### src/rtl/mem_pkg.sv
// Shared defaults and controller state encoding for the memory sequencer slice.
package mem_pkg;

   localparam int unsigned DATA_W = 8;
   localparam int unsigned ADDR_W = 4;
   localparam int unsigned DEPTH  = 16;
   localparam int unsigned RD_LAT = 1;

   typedef enum logic [1:0] {
      FILL,
      WIPE,
      RD_WAIT
   } state_t;

endpackage

### src/rtl/mem_seq_ctrl_if.sv
// Command/response bus between the sequencer (master) and the dual-port memory block (slave).
interface mem_seq_ctrl_if #(
   parameter int unsigned DATA_W = 8,
   parameter int unsigned ADDR_W = 4
);

   logic [ADDR_W-1:0] mem_addr_a;
   logic [ADDR_W-1:0] mem_addr_b;
   logic [DATA_W-1:0] mem_a;
   logic [DATA_W-1:0] mem_b;
   logic              mem_rw;
   logic              mem_wipe;
   logic [DATA_W-1:0] mem_a_out;
   logic [DATA_W-1:0] mem_b_out;

   modport master (
      output mem_addr_a, mem_addr_b, mem_a, mem_b, mem_rw, mem_wipe,
      input  mem_a_out, mem_b_out
   );

   modport slave (
      input  mem_addr_a, mem_addr_b, mem_a, mem_b, mem_rw, mem_wipe,
      output mem_a_out, mem_b_out
   );

endinterface

### src/rtl/mem_fill_ptr.sv
// Write pointer with a saturating fill count; increments are ignored once full.
module mem_fill_ptr #(
   parameter int unsigned ADDR_W = 4,
   parameter int unsigned DEPTH  = 16
) (
   input  logic              clk,
   input  logic              reset,
   input  logic              inc,
   input  logic              clr,
   output logic [ADDR_W-1:0] ptr,
   output logic [ADDR_W:0]   count,
   output logic              full
);

   localparam logic [ADDR_W:0] FULL_CNT = DEPTH[ADDR_W:0];

   assign full = (count == FULL_CNT);

   // Pointer wraps to 0 on the final write, so it rests at 0 while full.
   always_ff @(posedge clk or negedge reset) begin
      if (!reset) begin
         ptr   <= '0;
         count <= '0;
      end else if (clr) begin
         ptr   <= '0;
         count <= '0;
      end else if (inc && !full) begin
         ptr   <= ptr + ADDR_W'(1);
         count <= count + (ADDR_W+1)'(1);
      end
   end

endmodule

### src/rtl/mem_seq_ctrl.sv
// Sequencer turning a write-pair stream and read requests into registered memory commands.
module mem_seq_ctrl #(
   parameter int unsigned DATA_W = mem_pkg::DATA_W,
   parameter int unsigned ADDR_W = mem_pkg::ADDR_W,
   parameter int unsigned DEPTH  = mem_pkg::DEPTH,
   parameter int unsigned RD_LAT = mem_pkg::RD_LAT
) (
   input  logic              clk,
   input  logic              reset,
   input  logic              wipe_req,
   input  logic              wr_valid,
   output logic              wr_ready,
   input  logic [DATA_W-1:0] wr_a,
   input  logic [DATA_W-1:0] wr_b,
   input  logic              rd_req,
   output logic              rd_ready,
   input  logic [ADDR_W-1:0] rd_addr_a,
   input  logic [ADDR_W-1:0] rd_addr_b,
   output logic              rd_valid,
   output logic [DATA_W-1:0] rd_a,
   output logic [DATA_W-1:0] rd_b,
   output logic [ADDR_W:0]   wr_count,
   output logic              full,
   mem_seq_ctrl_if.master    mem
);

   import mem_pkg::*;

   localparam int unsigned LAT_W = (RD_LAT < 2) ? 1 : $clog2(RD_LAT + 1);

   state_t            state;
   logic [LAT_W-1:0]  lat_cnt;
   logic [ADDR_W-1:0] ptr;
   logic              wr_go;

   assign rd_ready = (state == FILL) && !wipe_req;
   assign wr_ready = (state == FILL) && !wipe_req && !rd_req && !full;
   assign wr_go    = wr_valid && wr_ready;

   mem_fill_ptr #(
      .ADDR_W (ADDR_W),
      .DEPTH  (DEPTH)
   ) u_fill_ptr (
      .clk   (clk),
      .reset (reset),
      .inc   (wr_go),
      .clr   (state == WIPE),
      .ptr   (ptr),
      .count (wr_count),
      .full  (full)
   );

   always_ff @(posedge clk or negedge reset) begin
      if (!reset) begin
         state          <= FILL;
         lat_cnt        <= '0;
         rd_valid       <= 1'b0;
         rd_a           <= '0;
         rd_b           <= '0;
         mem.mem_addr_a <= '0;
         mem.mem_addr_b <= '0;
         mem.mem_a      <= '0;
         mem.mem_b      <= '0;
         mem.mem_rw     <= 1'b0;
         mem.mem_wipe   <= 1'b0;
      end else begin
         rd_valid     <= 1'b0;
         mem.mem_rw   <= 1'b0;
         mem.mem_wipe <= 1'b0;
         case (state)
            FILL: begin
               if (wipe_req) begin
                  mem.mem_wipe <= 1'b1;
                  state        <= WIPE;
               end else if (rd_req) begin
                  mem.mem_addr_a <= rd_addr_a;
                  mem.mem_addr_b <= rd_addr_b;
                  lat_cnt        <= LAT_W'(RD_LAT);
                  state          <= RD_WAIT;
               end else if (wr_go) begin
                  mem.mem_rw     <= 1'b1;
                  mem.mem_addr_a <= ptr;
                  mem.mem_addr_b <= ptr;
                  mem.mem_a      <= wr_a;
                  mem.mem_b      <= wr_b;
               end
            end
            // A held wipe_req keeps the memory wipe asserted instead of bouncing through FILL.
            WIPE: begin
               rd_a <= '0;
               rd_b <= '0;
               if (wipe_req) begin
                  mem.mem_wipe <= 1'b1;
               end else begin
                  state <= FILL;
               end
            end
            RD_WAIT: begin
               if (lat_cnt == '0) begin
                  rd_a     <= mem.mem_a_out;
                  rd_b     <= mem.mem_b_out;
                  rd_valid <= 1'b1;
                  state    <= FILL;
               end else begin
                  lat_cnt <= lat_cnt - LAT_W'(1);
               end
            end
            default: state <= FILL;
         endcase
      end
   end

endmodule

### src/flat_wrapper.sv
// flat-port wrapper written by rule: the top's interface ports become plain ports
module mem_seq_ctrl_flat import mem_pkg::*;
#(
   parameter int unsigned DATA_W = mem_pkg::DATA_W,
   parameter int unsigned ADDR_W = mem_pkg::ADDR_W,
   parameter int unsigned DEPTH  = mem_pkg::DEPTH,
   parameter int unsigned RD_LAT = mem_pkg::RD_LAT
)
  (clk, reset, wipe_req, wr_valid, wr_ready, wr_a, wr_b, rd_req, rd_ready, rd_addr_a, rd_addr_b, rd_valid, rd_a, rd_b, wr_count, full, mem_mem_addr_a, mem_mem_addr_b, mem_mem_a, mem_mem_b, mem_mem_rw, mem_mem_wipe, mem_mem_a_out, mem_mem_b_out);
  mem_seq_ctrl_if #(.DATA_W(DATA_W), .ADDR_W(ADDR_W)) mem_i ();
  input  logic clk;
  input  logic reset;
  input  logic wipe_req;
  input  logic wr_valid;
  output logic wr_ready;
  input  logic [DATA_W-1:0] wr_a;
  input  logic [DATA_W-1:0] wr_b;
  input  logic rd_req;
  output logic rd_ready;
  input  logic [ADDR_W-1:0] rd_addr_a;
  input  logic [ADDR_W-1:0] rd_addr_b;
  output logic rd_valid;
  output logic [DATA_W-1:0] rd_a;
  output logic [DATA_W-1:0] rd_b;
  output logic [ADDR_W:0] wr_count;
  output logic full;
  output wire logic [$bits(mem_i.mem_addr_a)-1:0] mem_mem_addr_a;
  output wire logic [$bits(mem_i.mem_addr_b)-1:0] mem_mem_addr_b;
  output wire logic [$bits(mem_i.mem_a)-1:0] mem_mem_a;
  output wire logic [$bits(mem_i.mem_b)-1:0] mem_mem_b;
  output wire logic [$bits(mem_i.mem_rw)-1:0] mem_mem_rw;
  output wire logic [$bits(mem_i.mem_wipe)-1:0] mem_mem_wipe;
  input wire logic [$bits(mem_i.mem_a_out)-1:0] mem_mem_a_out;
  input wire logic [$bits(mem_i.mem_b_out)-1:0] mem_mem_b_out;
  assign mem_mem_addr_a = mem_i.mem_addr_a;
  assign mem_mem_addr_b = mem_i.mem_addr_b;
  assign mem_mem_a = mem_i.mem_a;
  assign mem_mem_b = mem_i.mem_b;
  assign mem_mem_rw = mem_i.mem_rw;
  assign mem_mem_wipe = mem_i.mem_wipe;
  assign mem_i.mem_a_out = mem_mem_a_out;
  assign mem_i.mem_b_out = mem_mem_b_out;
  mem_seq_ctrl #(.DATA_W(DATA_W), .ADDR_W(ADDR_W), .DEPTH(DEPTH), .RD_LAT(RD_LAT)) u_core (.clk(clk), .reset(reset), .wipe_req(wipe_req), .wr_valid(wr_valid), .wr_ready(wr_ready), .wr_a(wr_a), .wr_b(wr_b), .rd_req(rd_req), .rd_ready(rd_ready), .rd_addr_a(rd_addr_a), .rd_addr_b(rd_addr_b), .rd_valid(rd_valid), .rd_a(rd_a), .rd_b(rd_b), .wr_count(wr_count), .full(full), .mem(mem_i));
endmodule
### config.mk
export PLATFORM = sky130hd
export DESIGN_NAME = mem_seq_ctrl_flat
export DESIGN_NICKNAME = d
export VERILOG_FILES = /design/src/rtl/mem_pkg.sv /design/src/rtl/mem_seq_ctrl_if.sv /design/src/rtl/mem_fill_ptr.sv /design/src/rtl/mem_seq_ctrl.sv /design/src/flat_wrapper.sv
export SDC_FILE = /design/constraint.sdc
export NUM_CORES = 1
export LEC_CHECK = 0
export BUFFER_PORTS_ARGS = -buffer_cell sky130_fd_sc_hd__buf_2
export CAP_MARGIN = 10
export CORE_MARGIN = 4
export CORE_UTILIZATION = 45
export DETAILED_ROUTE_END_ITERATION = 8
export PLACE_DENSITY = 0.71
export SLEW_MARGIN = 5
export SYNTH_ARGS = -nofsm -noshare
export SYNTH_HDL_FRONTEND = slang
export SYNTH_SLANG_ARGS = --single-unit
### constraint.sdc
create_clock -name clk -period 3.8 [get_ports clk]
set_input_delay 0.19 -clock clk [delete_from_list [all_inputs] [get_ports clk]]
set_output_delay 0.19 -clock clk [all_outputs]
set_load 0.03 [all_outputs]
# Word level (Yosys, flattened, before mapping)
# Index checks and enable logic that the tools add are counted.
word_totals:
  mem_bits_rw: 0
  n_memories: 0
  reg_bits: 55
  inputBits: 45
  latchBits: 0
  output_inout_bits: 51
  rom_bits: 0
op_classes:
  n_shift: 0
  n_div: 0
  n_reduce_logical: 19
  n_bitwise: 2
  eq_ne: 8
  muxes: 28
  n_mul: 0
  order_cmp: 0
  add_sub_neg: 3
op_table:
  columns: ["op", "count"]
  rows:
  - ["8-bit case mux with 2 select lines", 2]
  - ["4-bit 2-to-1 mux", 5]
  - ["8-bit 2-to-1 mux", 2]
  - ["1-bit 2-to-1 mux", 11]
  - ["5-bit 2-to-1 mux", 2]
  - ["3-bit AND reduction", 3]
  - ["2-bit 2-to-1 mux", 4]
  - ["2-bit != test (second input constant)", 4]
  - ["2-bit nonzero test", 4]
  - ["2-bit case mux with 3 select lines", 1]
  - ["5-bit by 1-bit adder with 5-bit output (second input constant)", 1]
  - ["5-bit == test (second input constant)", 1]
  - ["1-bit logical AND", 5]
  - ["4-bit by 1-bit adder with 4-bit output (second input constant)", 1]
  - ["4-bit AND reduction", 1]
  - ["1-bit logical NOT", 3]
  - ["3-bit != test (second input constant)", 1]
  - ["2-bit by 1-bit == test with 1-bit output (second input constant)", 1]
  - ["2-bit == test (second input constant)", 1]
  - ["2-bit logical NOT", 1]
  - ["1-bit inverter", 2]
  - ["1-bit case mux with 2 select lines", 1]
  - ["2-bit AND reduction", 1]
  - ["2-bit OR reduction", 1]
  - ["1-bit subtractor (second input constant)", 1]

# Logic depth before layout (Yosys ltp)
# Gate-level depths: netlist of run 1.
depth:
  ltp_word: 9
  depth_mapped: 7
  depth_no_buf: 5

# Cells and area by module
# A second synthesis of run 1 with hierarchy kept.
unflattened:
  hier_cells: 214
  hier_area_um2: 2407.3
modules_own_cells:
  columns: ["mod", "instances", "area_each_um2", "cells_per_inst"]
  rows:
  - ["mem_seq_ctrl", 1, 1919.3, 167]
  - ["mem_fill_ptr", 1, 488.0, 47]

# Least setup slack after synthesis of run 1
# OpenSTA, ideal clock, no wires.
synth_timing:
  kind: "reg-to-reg"
  startpoint: "register u_core.u_fill_ptr.count[0]"
  endpoint: "register u_core.mem.mem_b[3]"
  setup_time_ns: 0.128
  slack_ns: 1.820
  path_stages_with_launch: 8
  required_time_ns: 3.672
  arrival_time_ns: 1.852
  period_less_slack_ns: 1.980
  n_path_buf: 2
  cell_sequence: "dfrtp_1 > inv_1 > ha_1 > nand4bb_1 > clkbuf_1 > nand3_2 > buf_2 > mux2_1"
synth_via:
  elab_chain_len: 5
synth_lines:
  columns: ["item", "line_no", "text"]
  rows:
  - ["start: declaration", "mem_fill_ptr.sv:11", "output logic [ADDR_W:0] count,"]
  - ["start signal: assignment", "mem_fill_ptr.sv:29", "count <= count + (ADDR_W+1)'(1);"]
  - ["5-bit == test", "mem_fill_ptr.sv:17", "assign full = (count == FULL_CNT);"]
  - ["1-bit logical NOT", "mem_seq_ctrl.sv:37", "assign wr_ready = (state == FILL) && !wipe_req && !rd_req && !full;"]
  - ["1-bit logical AND", "mem_seq_ctrl.sv:37", null]
  - ["1-bit logical AND", "mem_seq_ctrl.sv:38", "assign wr_go = wr_valid && wr_ready;"]
  - ["4-bit AND reduction (no source line)", null, null]
  - ["end signal: assignment", "mem_seq_ctrl.sv:85", "mem.mem_b <= wr_b;"]
  - ["end: declaration", "mem_seq_ctrl_if.sv:17", "output mem_addr_a, mem_addr_b, mem_a, mem_b, mem_rw, mem_wipe,"]
# Every way passes these cells.
# A chain may end at the register's enable or synchronous reset.

# Final worst setup path of run 1
layout_timing:
  startpoint: "register u_core.u_fill_ptr.count[0]"
  endpoint: "register u_core.mem.mem_b[4]"
# Same word-level chain as after synthesis.

==> qor.yml, run 1 <==
power:
  ir_drop_mv: 0.238
  leakagePower_uw: 0.00154
  powerDensity_nw_per_um2: 550
timing:
  setup_violations: 0
  slew_headroom: 0.378
  fin_setup_tns_ns: 0
  finalHoldViolCount: 20
  rsz0062_at_grt: "no"
  skew_ns: 0.00827
  hold_slack_ns: -0.00575
  slew_violations: 0
  post-route-worst-setup-slack_ns: 1.60
  min_period_ns: 2.20
  clock.fmax_mhz: 454
  worst_pin_slew_ns: 0.933
  fin_crit_sh: 0.579
place:
  hpwl_um: 3510
  dpl-instance-area_um2: 2860
  port_buffers: 95
  dp_slack_ns: 1.58
  place.gp.congestion: 0.783
  dp_cells: 354
floorplanning:
  fp-row-count: 25
  die_h_um: 80.0
  die_w_um: 80.0
  die_area_um2: 6400
  io_pins: 96
  initial_core_util: 0.478
  core-area_um2: 4880
clock_tree:
  hold_buffers: 0
  cts_root_buf: "clkbuf_8"
  post_cts_resized: 0
  cts_tree: "yes"
  numCtsBuffers: 5
  clk_path_buf_depth: 2
  cts_sinks: 55
  clkTransAtPathRegs_ns: 0.10
  postCtsSetupRepairBufs: 0
  htree_levels: 2
  clkLatencyLatePin_ns: 0.31
critical_path:
  cp_max_fo: 27
  cp.required_ns: 3.99
  worstSetupPathType: "reg2reg"
  r2r_slack_ns: 1.60
  critPathArrivalTime_ns: 2.40
  cp-end-kind: "flop"
  worstSetupStartpointType: "flop"
run:
  max_cap_viol_count: 0
yosys:
  ys_ff_latch: 55
  synth_cell_types: 33
  async_flop_share: 1.00
  avgSynthCellArea_um2: 11.6
  synthMuxAreaShare: 0.107
  synth_compound_area_frac: 0.0986
  synth-edff-count: 0
  syn_nets: 250
  seq_area_frac_synth: 0.589
  ys.flop_type: "dfrtp_1"
  syn-instance-count: 202
  synth_fa_ha_area_frac: 0.0161
  synth_xor_area_frac: 0
  synth-simple-area-share: 0.151
  synth_top_family_by_area: "simple AND/OR/NAND/NOR gates"
  synth_area_um2: 2330
  yosysWarnings: 0
global_route:
  grt-ovfl-total: 0
  grtUsageMet1: 0.208
  grt_pass1_wl_um: 8140
  grtUsageMet3: 0.0451
  antenna_found_initial: 0
  grt.busiest_layer: "met2"
  grt_max_degree: 56
  grt_use_met2: 0.257
  track_usage: 0.160
  grt_pass1_vias: 1817
detailed_routing:
  via_per_inst: 5.07
  routedWlPerCell_um: 13.9
  drtPass1Iterations: 4
  first_iter_violations: 54
  antenna_left: 0
  drc: 0
  wirelength_um: 5010
  dr_total_vias: 1835
layout:
  layout.nets: 342
  syn2layout_area_growth_pct: 27.3
  fillers: 437
  layout_commonest_cell: "buf_2"
  drive_gt1_frac: 0.468
  final_area_um2: 2970
  final_cell_mix: "buf_2, dfrtp_1, nand2_1"
  instances_no_fill: 362
  antenna_cells: 0
worst_hold_path:
  min_path_type: "in2async"
outcome:
  failed_checks: "hold timing"
  outcome: "finished, violations left"
==> stage by stage <==
| step | power [µW] | utilization | hold WS [ns] |
|---|---|---|---|
| 2_1_floorplan | 1100 | - | -0.106 |
| 6_report | 1630 | 0.609 | -0.00575 |
| 4_1_cts | 1650 | 0.609 | 0.0188 |
| 3_3_place_gp | 1260 | 0.586 | 0.361 |
| 3_5_place_dp | 1270 | 0.586 | 0.364 |
| 5_1_grt | 1720 | 0.609 | 0.0684 |
==> logic make-up (layout without fill, tap and decap cells) <==
family / after synthesis / after routing
flip-flops: 55 / 55
AND/OR/NAND/NOR: 68 / 68
multiplexers: 23 / 23
buffers and inverters: 21 / 114
adder cells (fa/ha/maj): 3 / 3
AO/OA/AOI/OAI: 32 / 32
==> final cells by class <==
type                            count  area (µm²)  area share
Multi-Input combinational cell    126         875       0.294
Timing Repair Buffer               97         490       0.165
Sequential cell                    55        1380       0.463
Tap cell                           67        83.8      0.0282
Clock buffer                        5        68.8      0.0232
Clock inverter                      3        43.8      0.0147
Inverter                            9        33.8      0.0114
==> worst max-delay path, stage by stage, from the launching register on <==
cell and delay, ns:
dfrtp_1 0.44, inv_1 0.06, ha_1 0.20, nand4bb_1 0.25, nand3_2 0.58, mux2_1 0.53
==> state kept, by name, indices dropped and copies added, names as in the netlist <==
register and cells:
u_core.state 2, u_core.rd_a 8, u_core.mem.mem_b 8, u_core.rd_valid 1
u_core.mem.mem_rw 1, u_core.u_fill_ptr.count 5, u_core.u_fill_ptr.ptr 4, u_core.mem.mem_addr_b 4
u_core.mem.mem_wipe 1, u_core.mem.mem_a 8, u_core.mem.mem_addr_a 4, u_core.lat_cnt 1
u_core.rd_b 8
==> worst paths after layout <==
path | startpoint | end | depth (start not counted)
worst max-delay path | u_core.u_fill_ptr.count[0] | u_core.mem.mem_b[4] | 5
worst min-delay path | reset | u_core.mem.mem_addr_b[3] | 2
worst max register to register | u_core.u_fill_ptr.count[0] | u_core.mem.mem_b[4] | 5
worst min register to register | u_core.mem.mem_b[3] | u_core.mem.mem_b[3] | 1
max in group asynchronous | reset | u_core.mem.mem_wipe | 2
min in group clk | mem_mem_b_out[0] | u_core.rd_b[0] | 3
==> report_power, final <==
group	leakage (µW)	internal (µW)	switching [µW]
combinational	0.000777	170	329
clock	0.0000581	196	186
sequential	0.000702	691	62.5
==> synth_stat cells, types with 2 or more instances <==
master     n  area (µm²)
inv_1      9        33.8
or4b_1     2        20.0
clkbuf_1   8        30.0
ha_1       3        37.5
nor3b_1    2        15.0
buf_2      2        10.0
mux2_2    14         158
mux2i_1    7        70.1
nor2_1     4        15.0
dfrtp_1   55        1380
o221a_2    9         101
or2_2      6        37.5
o21ai_0   16        80.1
nand4_1    3        18.8
nand2_1   42         158
a21oi_1    2        10.0
mux2_1     2        22.5
==> layer usage <==
layer  vias to the layer above  wire length (µm)
met3                         8               430
met4                         0                74
met5                         -                 0
met2                        69              2340
met1                       876              2170
li1                        882                 -
No activity file was read; power rests on OpenSTA's default activity.
==> inputs of run 2 (changes only) <==
Settings changed: CORE_UTILIZATION 45 to 43, PLACE_DENSITY 0.71 to 0.72.
Clock period 3.8 ns to 1.8 ns, I/O delays scaled along.
==> run 2 against run 1 <==
Against the previous run: worst hold slack improved by 0.021 ns; critical endpoint is now u_core.mem.mem_addr_b[0]; the flow now finishes without violations; clock skew about the same; maximum frequency increased by 27%.
==> qor.yml, run 2 (synthesis results as in run 1) <==
outcome:
  outcome: "completed"
global_route:
  antenna_found_initial: 0  # unchanged
  grt_pass1_vias: 1901  # +4.6%
  grt_pass1_wl_um: 8660  # +6.4%
  track_usage: 0.168  # +0.00799
  grt_max_degree: 35  # -38%
  grt-ovfl-total: 0  # unchanged
timing:
  clock.fmax_mhz: 578  # +27%
  skew_ns: 0.00859  # +0.000320 ns
  finalHoldViolCount: 0  # -100%
  fin_crit_sh: 0.961  # +0.382
  post-route-worst-setup-slack_ns: 0.0700  # -1.53 ns
  min_period_ns: 1.73  # -0.472 ns
  slew_violations: 0  # unchanged
  worst_pin_slew_ns: 0.539  # -0.394 ns
  setup_violations: 0  # unchanged
  slew_headroom: 0.641  # +0.263
layout:
  drive_gt1_frac: 0.462  # -0.00602
  layout.nets: 374  # +9.4%
  final_cell_mix: "buf_2, dfrtp_1, nand2_1"
  syn2layout_area_growth_pct: 41.1
  antenna_cells: 0  # unchanged
  layout_commonest_cell: "buf_2"
  final_core_util: 0.637  # +0.0277
critical_path:
  worstSetupStartpointType: "flop"
  cp.required_ns: 1.99  # -2.00 ns
  critPathArrivalTime_ns: 1.92  # -0.48 ns
  worstSetupPathType: "reg2reg"
  cp_max_fo: 8  # -70%
  cp-end-kind: "flop"
clock_tree:
  clkTransAtPathRegs_ns: 0.10  # about the same
  cts_root_buf: "clkbuf_8"
  clk_path_buf_depth: 2  # unchanged
  numCtsBuffers: 5  # unchanged
  htree_levels: 2  # unchanged
  cts_sinks: 55  # unchanged
  clkLatencyLatePin_ns: 0.30  # about the same
  cts_tree: "yes"
floorplanning:
  die_w_um: 81.7  # +2.1%
  core-area_um2: 5170  # +6.0%
  io_pins: 96  # unchanged
  fp-row-count: 26  # +4.0%
  initial_core_util: 0.451  # -0.0271
  die_h_um: 81.7  # +2.1%
  die_area_um2: 6670  # +4.2%
detailed_routing:
  via_per_inst: 4.89  # -3.5%
  drtPass1Iterations: 4  # unchanged
  wirelength_um: 5480  # +9.4%
  dr_total_vias: 1942  # +5.8%
  drc: 0  # unchanged
  first_iter_violations: 95  # +76%
  routedWlPerCell_um: 13.8  # -0.27%
  antenna_left: 0  # unchanged
power:
  leakagePower_uw: 0.00168  # +9.0%
  power.total_uw: 3390  # +110%
  ir_drop_mv: 0.516  # +120%
  powerDensity_nw_per_um2: 1030  # +87%
worst_hold_path:
  min_path_type: "in2reg"
place:
  port_buffers: 95  # unchanged
  place.gp.congestion: 0.798  # +2.0%
  dp_slack_ns: 0.0603  # -1.52 ns
  hpwl_um: 3910  # +12%
run:
  max_cap_viol_count: 0  # unchanged
[run 2: cell types whose count changed in the layout (fill, tap and decap cells not counted), moves of 2 or more]
cell / previous run / this run
buf_4: 2 / 10
buf_12: 0 / 2
dfrtp_1: 55 / 52
dlygate4sd3_1: 0 / 22
dfrtp_2: 0 / 3
[run 2: critical path: stages, from the launching register on]
cell     delay [ns]
dfrtp_2        0.41
inv_1          0.06
ha_1           0.15
or4b_1         0.45
o221a_4        0.30
o221a_2        0.26
[run 2: stage by stage]
stage	TNS, ns	hold slack [ns]	area (µm²)	std cells
floorplan	0	-0.206	2350	202
global placement	0	0.0948	2970	367
detailed placement	0	0.0990	2970	367
CTS	0	0.00661	3230	392
global route	-0.000966	0.000604	3290	397
finish	0	0.0157	3290	397
[run 2: metal layers]
layer  global-route usage  part of all wire
met2                0.305              0.52
met5                    0                 0
met1                0.197              0.40
met4               0.0548             0.014
met3               0.0373             0.058
[run 2: worst paths after layout]
check,from,end,slack [ns],depth (start not counted)
setup / recovery,u_core.u_fill_ptr.count[0],u_core.mem.mem_addr_b[0],0.07,5
hold / removal,wr_b[7],u_core.mem.mem_b[7],0.02,2
setup reg to reg,u_core.u_fill_ptr.count[0],u_core.mem.mem_addr_b[0],0.07,5
hold reg to reg,u_core.mem.mem_b[3],u_core.mem.mem_b[3],0.49,1
max in group asynchronous,reset,u_core.mem.mem_a[6],0.95,3
min in group asynchronous,reset,u_core.mem.mem_addr_a[0],0.29,2
[run 2: layout make-up]
type	count	area, µm²
sequential	55	1380
inverter	9	33.8
clock inverter	2	17.5
fill	424	1880
clock buffer	6	72.6
tap	70	87.6
timing repair buffer	129	813
multi-input combinational	126	888
[run 2: power by group]
| group | internal, µW | switching [µW] |
|---|---|---|
| clock | 280 | 378 |
| sequential | 1460 | 124 |
| combinational | 424 | 728 |
| total | 2160 | 1230 |
[run 2: what timing repair did]
item | in CTS | in global routing
hold buffers | 17 | 5
setup buffers | 0 | 0
hold endpoints to repair | 37 | 5
resized for setup | 0 | 3
endpoints found under the setup margin | 0 | 10
